--- src/rtl/exe_unit_w1.sv ---
// rtl/exe_unit_w1.sv - registered signed ALU: ADD/SUB/AND/XOR with {V,N,Z,P} flags
module exe_unit_w1 #(
   parameter int m = 4,
   parameter int n = 2
) (
   input  logic         i_clk,
   input  logic         i_rsn,
   input  logic [n-1:0] i_oper,
   input  logic [m-1:0] i_argA,
   input  logic [m-1:0] i_argB,
   output logic [m-1:0] o_result,
   output logic [3:0]   o_status
);

   logic [m-1:0] r_result;
   logic [3:0]   r_status;
   logic [m-1:0] w_add;
   logic [m-1:0] w_sub;
   logic [m-1:0] w_res;
   logic         w_v;
   logic         w_op_valid;

   // Only codes 0..3 are defined; wider opcodes with any upper bit set hold state.
   generate
      if (n > 2) begin : g_op_wide
         assign w_op_valid = ~|i_oper[n-1:2];
      end else begin : g_op_narrow
         assign w_op_valid = 1'b1;
      end
   endgenerate

   // Low m bits of the m+1-bit sum/difference; overflow is recovered from the signs.
   assign w_add = i_argA + i_argB;
   assign w_sub = i_argA - i_argB;

   always_comb begin
      w_res = '0;
      w_v   = 1'b0;
      case (i_oper[1:0])
         2'b00: begin
            w_res = w_add;
            w_v   = (i_argA[m-1] == i_argB[m-1]) && (w_add[m-1] != i_argA[m-1]);
         end
         2'b01: begin
            w_res = w_sub;
            w_v   = (i_argA[m-1] != i_argB[m-1]) && (w_sub[m-1] != i_argA[m-1]);
         end
         2'b10: w_res = i_argA & i_argB;
         default: w_res = i_argA ^ i_argB;
      endcase
   end

   always_ff @(posedge i_clk) begin
      if (!i_rsn) begin
         r_result <= '0;
         r_status <= 4'b0000;
      end else if (w_op_valid) begin
         r_result <= w_res;
         r_status <= {w_v, w_res[m-1], (w_res == '0), ^w_res};
      end
   end

   assign o_result = r_result;
   assign o_status = r_status;

endmodule

--- config.mk ---
export PLATFORM = sky130hd
export DESIGN_NAME = exe_unit_w1
export DESIGN_NICKNAME = d
export VERILOG_FILES = /design/src/rtl/exe_unit_w1.sv
export SDC_FILE = /design/constraint.sdc
export NUM_CORES = 1
export LEC_CHECK = 0
export CAP_MARGIN = 20
export CORE_MARGIN = 2
export CORE_UTILIZATION = 48
export DETAILED_ROUTE_END_ITERATION = 16
export HOLD_SLACK_MARGIN = 0.1
export PLACE_DENSITY = 0.88
export SYNTH_ARGS = -nofsm -noshare
export SYNTH_HDL_FRONTEND = slang
export SYNTH_SLANG_ARGS = --single-unit
--- constraint.sdc ---
create_clock -name i_clk -period 5.45 [get_ports i_clk]
set_input_delay 0.545 -clock i_clk [delete_from_list [all_inputs] [get_ports i_clk]]
set_output_delay 0.545 -clock i_clk [all_outputs]
set_load 0.01 [all_outputs]
==> results.yml, run 1 <==
synthesis:
  ys_types: 31
  syn_area_um2: 639
  synth_top_family_by_area: "adder cells"
  synth_compound_area_share_pct: 17.2
  synthMuxAreaShare_pct: 1.76
  synth_simple_gate_area_share_pct: 20.2
  synthCells: 72
  ys_ff_latch: 7
  synth_xor_area_share_pct: 6.85
  yosys.area_share.adder_pct: 23.9
  ys_seq_area_share_pct: 21.9
  ys.warnings.count: 0
  syn_nets: 95
  avgSynthCellArea_um2: 8.88
sta:
  hold_viol_final: 0
  tightest_slew_ns: 0.418
  setup_viol: 0
  max_freq_ghz: 0.393
  timing.hold.ws_ns: 0.970
  setup_tns_ns: 0
  slew_headroom_pct: 72.0
  timing.final.crit_share_pct: 46.7
  grt_setup_unrepaired: "no"
  finalCriticalPeriod_ns: 2.54
  drv_slew: 0
place:
  gp_congestion: 0.824
  dpl.hpwl_um: 1010
  io_buffers: 19
global_routing:
  grt_pass1_wl_um: 1970
  grt_max_degree: 14
  grt_pass1_vias: 488
  track_usage_pct: 18.3
  antenna_found_initial: 0
  gr-total-overflow: 0
detailed_routing:
  dr.pass1.iters: 2
  route.detailed.drc: 0
  via_count: 549
  detail_route.vias_per_cell: 5.13
  drt_wl_total_um: 1170
  postRouteAntennaNets: 0
  drt-initial-drc-count: 2
  post_drt_wl_per_cell_um: 10.9
critical_path:
  critical_path_arrival_ns: 2.67
  critPathLaunchType: "primary input"
  worstSetupStartpoint: "i_argB[1]"
  cp-end-kind: "flip-flop"
  cp_max_fo: 3
  crit_required_ns: 5.58
  criticalPathCategory: "primary input to flip-flop"
die:
  fp.dieH_um: 40.5
  rows: 13
  core_area_um2: 1270
  dieArea_um2: 1640
  die_w_um: 40.5
  pin_count: 20
  start_util_pct: 50.4
power_and_ir_drop:
  peakVddDrop_mv: 0.0777
  leakagePower_nw: 0.377
  p_per_area_nw_per_um2: 211
  design_power_total_mw: 0.178
cts:
  clk_pin_slew_ns: 0.05
  cts_max_level: 1
  cts_tree: "done"
  ctsResizeCount: 0
  cts_buffer_depth: 2
  cts-buffers-inserted: 3
  cts_root_buffer: "clkbuf_4"
  cts_hold_repair.buffers: 0
  cts_setup_buffers: 0
  clock-sinks: 7
finish:
  syn_to_final_growth_pct: 32.1
  final_common_cell: "clkdlybuf4s50_1"
  layout.nets: 116
  diodes: 0
  final_layout_size_suffix_gt1_share_pct: 6.52
  layout_common_cells: "19 x clkdlybuf4s50_1, 9 x ha_1, 7 x dfxtp_1, 6 x inv_1"
job:
  maxCapViolCount: 0
min_path:
  hp-start: "i_rsn"
  hold_path_depth: 2
  hold_path_class: "primary input to flip-flop"
run_status:
  status: "finished, final reports clean"
==> routing by layer <==
metal  track usage [%]  vias up  wire (um)
li1                  -      287          -
met1              20.3      244        503
met2              32.1       16        602
met3              1.67        2         51
met4              12.5        0         12
met5                 0        -          0
==> cells in the mapped netlist (all sizes together) <==
library cell	instances	area share (%)
mux2	1	1.8
nand2b	5	4.9
inv	6	3.5
or4	1	1.2
nand2	5	2.9
or3	1	0.98
buf	3	4.7
ha	9	18
xnor2	3	4.1
nor2	4	2.3
o21ai	4	3.1
nand3b	1	1.2
o22ai	1	0.98
nor2b	1	0.98
or2	1	0.98
nor3b	1	1.2
nor3	2	1.6
fa	2	6.3
and3	2	2.0
a21oi	3	2.3
a21bo	1	1.6
dfxtp	7	22
a32oi	1	1.4
o31ai	2	3.1
a211oi	1	2.0
xor2	2	2.7
a21boi	1	1.2
o211a	1	1.6
==> report_power, final <==
| group | leakage [nW] | internal, mW | switching (mW) |
|---|---|---|---|
| clock | 0.0150 | 0.0278 | 0.0168 |
| combinational | 0.304 | 0.0407 | 0.0338 |
| sequential | 0.0579 | 0.0575 | 0.00160 |
| total | 0.377 | 0.126 | 0.0522 |
==> layout make-up <==
cell class	instances	area, um2
multi-input cells	56	447
fillers	119	424
repair buffers	19	190
flip-flops and latches	7	140
clock buffers	4	26.3
inverters	6	22.5
well taps	15	18.8
==> stage by stage <==
stage / setup WS, ns / utilization (%) / instances / area (um2)
after global routing: 2.74 / 66.6 / 107 / 845
after detailed placement: 2.66 / 64.5 / 103 / 818
after global placement: 2.72 / 64.5 / 103 / 818
after floorplan: 3.30 / - / 72 / 639
final: 2.91 / 66.6 / 107 / 845
after CTS: 2.91 / 66.6 / 107 / 845
==> state kept, by name, summed over array words and instances (netlist names) <==
register / flops
o_result: 3
o_status: 4
==> path summary, 6_finish.rpt <==
path	end	slack, ns
worst min-delay path	o_result[1]	0.97
worst max-delay path	o_status[0]	2.91
==> critical path: stages <==
cell	delay (ns)
clkdlybuf4s50_1	0.53
inv_1	0.10
ha_1	0.32
nor2b_1	0.08
o31ai_2	0.29
xnor2_1	0.16
a211oi_2	0.20
ha_1	0.26
xnor2_1	0.15
nor2_1	0.06
==> logic make-up after synthesis <==
logic type                 after synthesis
and+or+nand+nor                         24
AOI/OAI and AO/OA                       15
adders and majority gates               11
buffers and inverters                    9
DFF                                      7
xor gates and xnor gates                 5
muxes                                    1
No activity file was read; power rests on OpenSTA's default activity.
==> run 2, diff against run 1 <==
--- a/config.mk
+++ b/config.mk
@@ -7,10 +7,10 @@
 export LEC_CHECK = 0
 export CAP_MARGIN = 20
 export CORE_MARGIN = 2
-export CORE_UTILIZATION = 48
+export CORE_UTILIZATION = 40
 export DETAILED_ROUTE_END_ITERATION = 16
 export HOLD_SLACK_MARGIN = 0.1
-export PLACE_DENSITY = 0.88
+export PLACE_DENSITY = 0.79
 export SYNTH_ARGS = -nofsm -noshare
 export SYNTH_HDL_FRONTEND = slang
 export SYNTH_SLANG_ARGS = --single-unit
==> constraint.sdc (replaced) <==
create_clock -name i_clk -period 2.3 [get_ports i_clk]
set_input_delay 0.23 -clock i_clk [delete_from_list [all_inputs] [get_ports i_clk]]
set_output_delay 0.23 -clock i_clk [all_outputs]
set_load 0.01 [all_outputs]
==> run 2 against run 1 <==
Compared with the run above:
- count of clock-buffer cells in the layout unchanged
- clock power grew 130%
- critical path depth stayed put
- combinational power rose to 2.8 times the previous value
- first-iteration DRC count grew 100%
- worst hold slack worse by 0.32 ns
- power increased to 2.5 times the previous value
- cell count grew 12%
- die area rose by 18%
==> results.yml, run 2 (synthesized netlist as in run 1, its figures left out) <==
run_status:
  status: "finished, final reports clean"
sta:
  hold_viol_final: 0
  max_freq_ghz: 0.464
  setup_tns_ns: 0
  finalCriticalPeriod_ns: 2.15
  timing.final.crit_share_pct: 93.7
  drv_slew: 0
  tightest_slew_ns: 0.318
  slew_headroom_pct: 78.6
  setup_viol: 0
cts:
  clk_pin_slew_ns: 0.05
  cts-buffers-inserted: 3
  clock-sinks: 7
  cts_tree: "done"
  cts_max_level: 1
  cts_root_buffer: "clkbuf_4"
  cts_buffer_depth: 2
critical_path:
  crit_path_cell_trace: "clkdlybuf4s50_1, inv_1, ha_1, inv_1, fa_1, mux2_2, o21ai_1, ha_1, xnor2_1, nor2_1"
  cp_max_fo: 2
  slowest_stage: "clkdlybuf4s50_1"
  cpPeakStageDelay_ns: 0.48
  criticalPathCategory: "primary input to flip-flop"
  cp-end-kind: "flip-flop"
  crit_required_ns: 2.43
  critical_path_arrival_ns: 2.28
  critPathLaunchType: "primary input"
power_and_ir_drop:
  peakVddDrop_mv: 0.152
  leakagePower_nw: 0.436
  p_per_area_nw_per_um2: 471
die:
  pin_count: 20
  core_area_um2: 1510
  rows: 14
  dieArea_um2: 1930
  fp.dieH_um: 44.0
  die_w_um: 44.0
  start_util_pct: 42.4
detailed_routing:
  post_drt_wl_per_cell_um: 10.9
  drt-initial-drc-count: 4
  via_count: 591
  detail_route.vias_per_cell: 4.93
  drt_wl_total_um: 1310
  route.detailed.drc: 0
  dr.pass1.iters: 4
  postRouteAntennaNets: 0
min_path:
  hold_path_class: "primary input to flip-flop"
place:
  io_buffers: 19
  place_inst: 115
  gp_congestion: 0.839
  dpl.hpwl_um: 1110
global_routing:
  grt_pass1_vias: 563
  grt_pass1_wl_um: 2120
  track_usage_pct: 14.8
  antenna_found_initial: 0
  grt_max_degree: 12
  gr-total-overflow: 0
finish:
  syn_to_final_growth_pct: 48.9
  layout_common_cells: "19 x clkdlybuf4s50_1, 12 x buf_4, 8 x ha_1, 7 x dfxtp_1, 6 x inv_1"
  layout.nets: 128
  layoutNonFillerInstCount: 120
  diodes: 0
  final_util_pct: 63.2
  final_common_cell: "clkdlybuf4s50_1"
  largest_register_ff_count: 4
  final_layout_size_suffix_gt1_share_pct: 19.2
job:
  maxCapViolCount: 0
## run 2: changes by cell type in the layout (fill, tap and decap cells not counted), sizes merged
cell	before	now
buf	0	12
## run 2: final cells by class
| type | count | area, um2 |
|---|---|---|
| inverter | 6 | 22.5 |
| sequential | 7 | 140 |
| multi-input combinational | 56 | 463 |
| timing repair buffer | 31 | 280 |
| fill | 131 | 554 |
| clock buffer | 4 | 26.3 |
| tap | 16 | 20.0 |
## run 2: per-layer routing
metal	wire length, um	global-route usage, %	vias up
met2	725	28.2	14
met5	0	0	-
met4	14	10.3	0
met1	520	14.7	264
met3	52	1.25	2
li1	-	-	311
## run 2: metrics by stage
step	setup slack [ns]	hold slack [ns]	total power, mW	area (um2)
CTS	0.0997	0.654	0.446	928
detailed placement	-0.141	0.902	0.341	902
floorplan	0.465	0.363	0.252	639
global placement	-0.120	0.903	0.335	902
finish	0.146	0.651	0.449	952
global route	-0.00596	0.671	0.482	952
## run 2: critical path, delay by kind of cell
family	cells	cell delay (ns)
multiplexers	1	0.29
adder cells (fa/ha/maj)	3	0.86
AO/OA/AOI/OAI	1	0.12
AND/OR/NAND/NOR	1	0.05
XOR/XNOR	1	0.13
buffers and inverters	3	0.60
## run 2: where the power goes
| group | internal, mW | switching (mW) |
|---|---|---|
| clock | 0.0657 | 0.0373 |
| sequential | 0.136 | 0.00338 |
| combinational | 0.119 | 0.0870 |
| total | 0.321 | 0.128 |
## run 2: repair_timing
| action | 4_1_cts | 5_1_grt |
|---|---|---|
| gates resized for setup | 0 | 3 |
| hold endpoints to repair | 0 | 0 |
| hold buffers | 0 | 0 |
| setup buffers | 0 | 1 |
| setup endpoints to repair | 0 | 1 |
## run 2: path summary, 6_finish.rpt
| path | startpoint | endpoint | slack (ns) | cells after the start |
|---|---|---|---|---|
| hold / removal | i_rsn | o_result[1] | 0.65 | 2 |
| setup / recovery | i_argA[0] | o_status[0] | 0.15 | 10 |
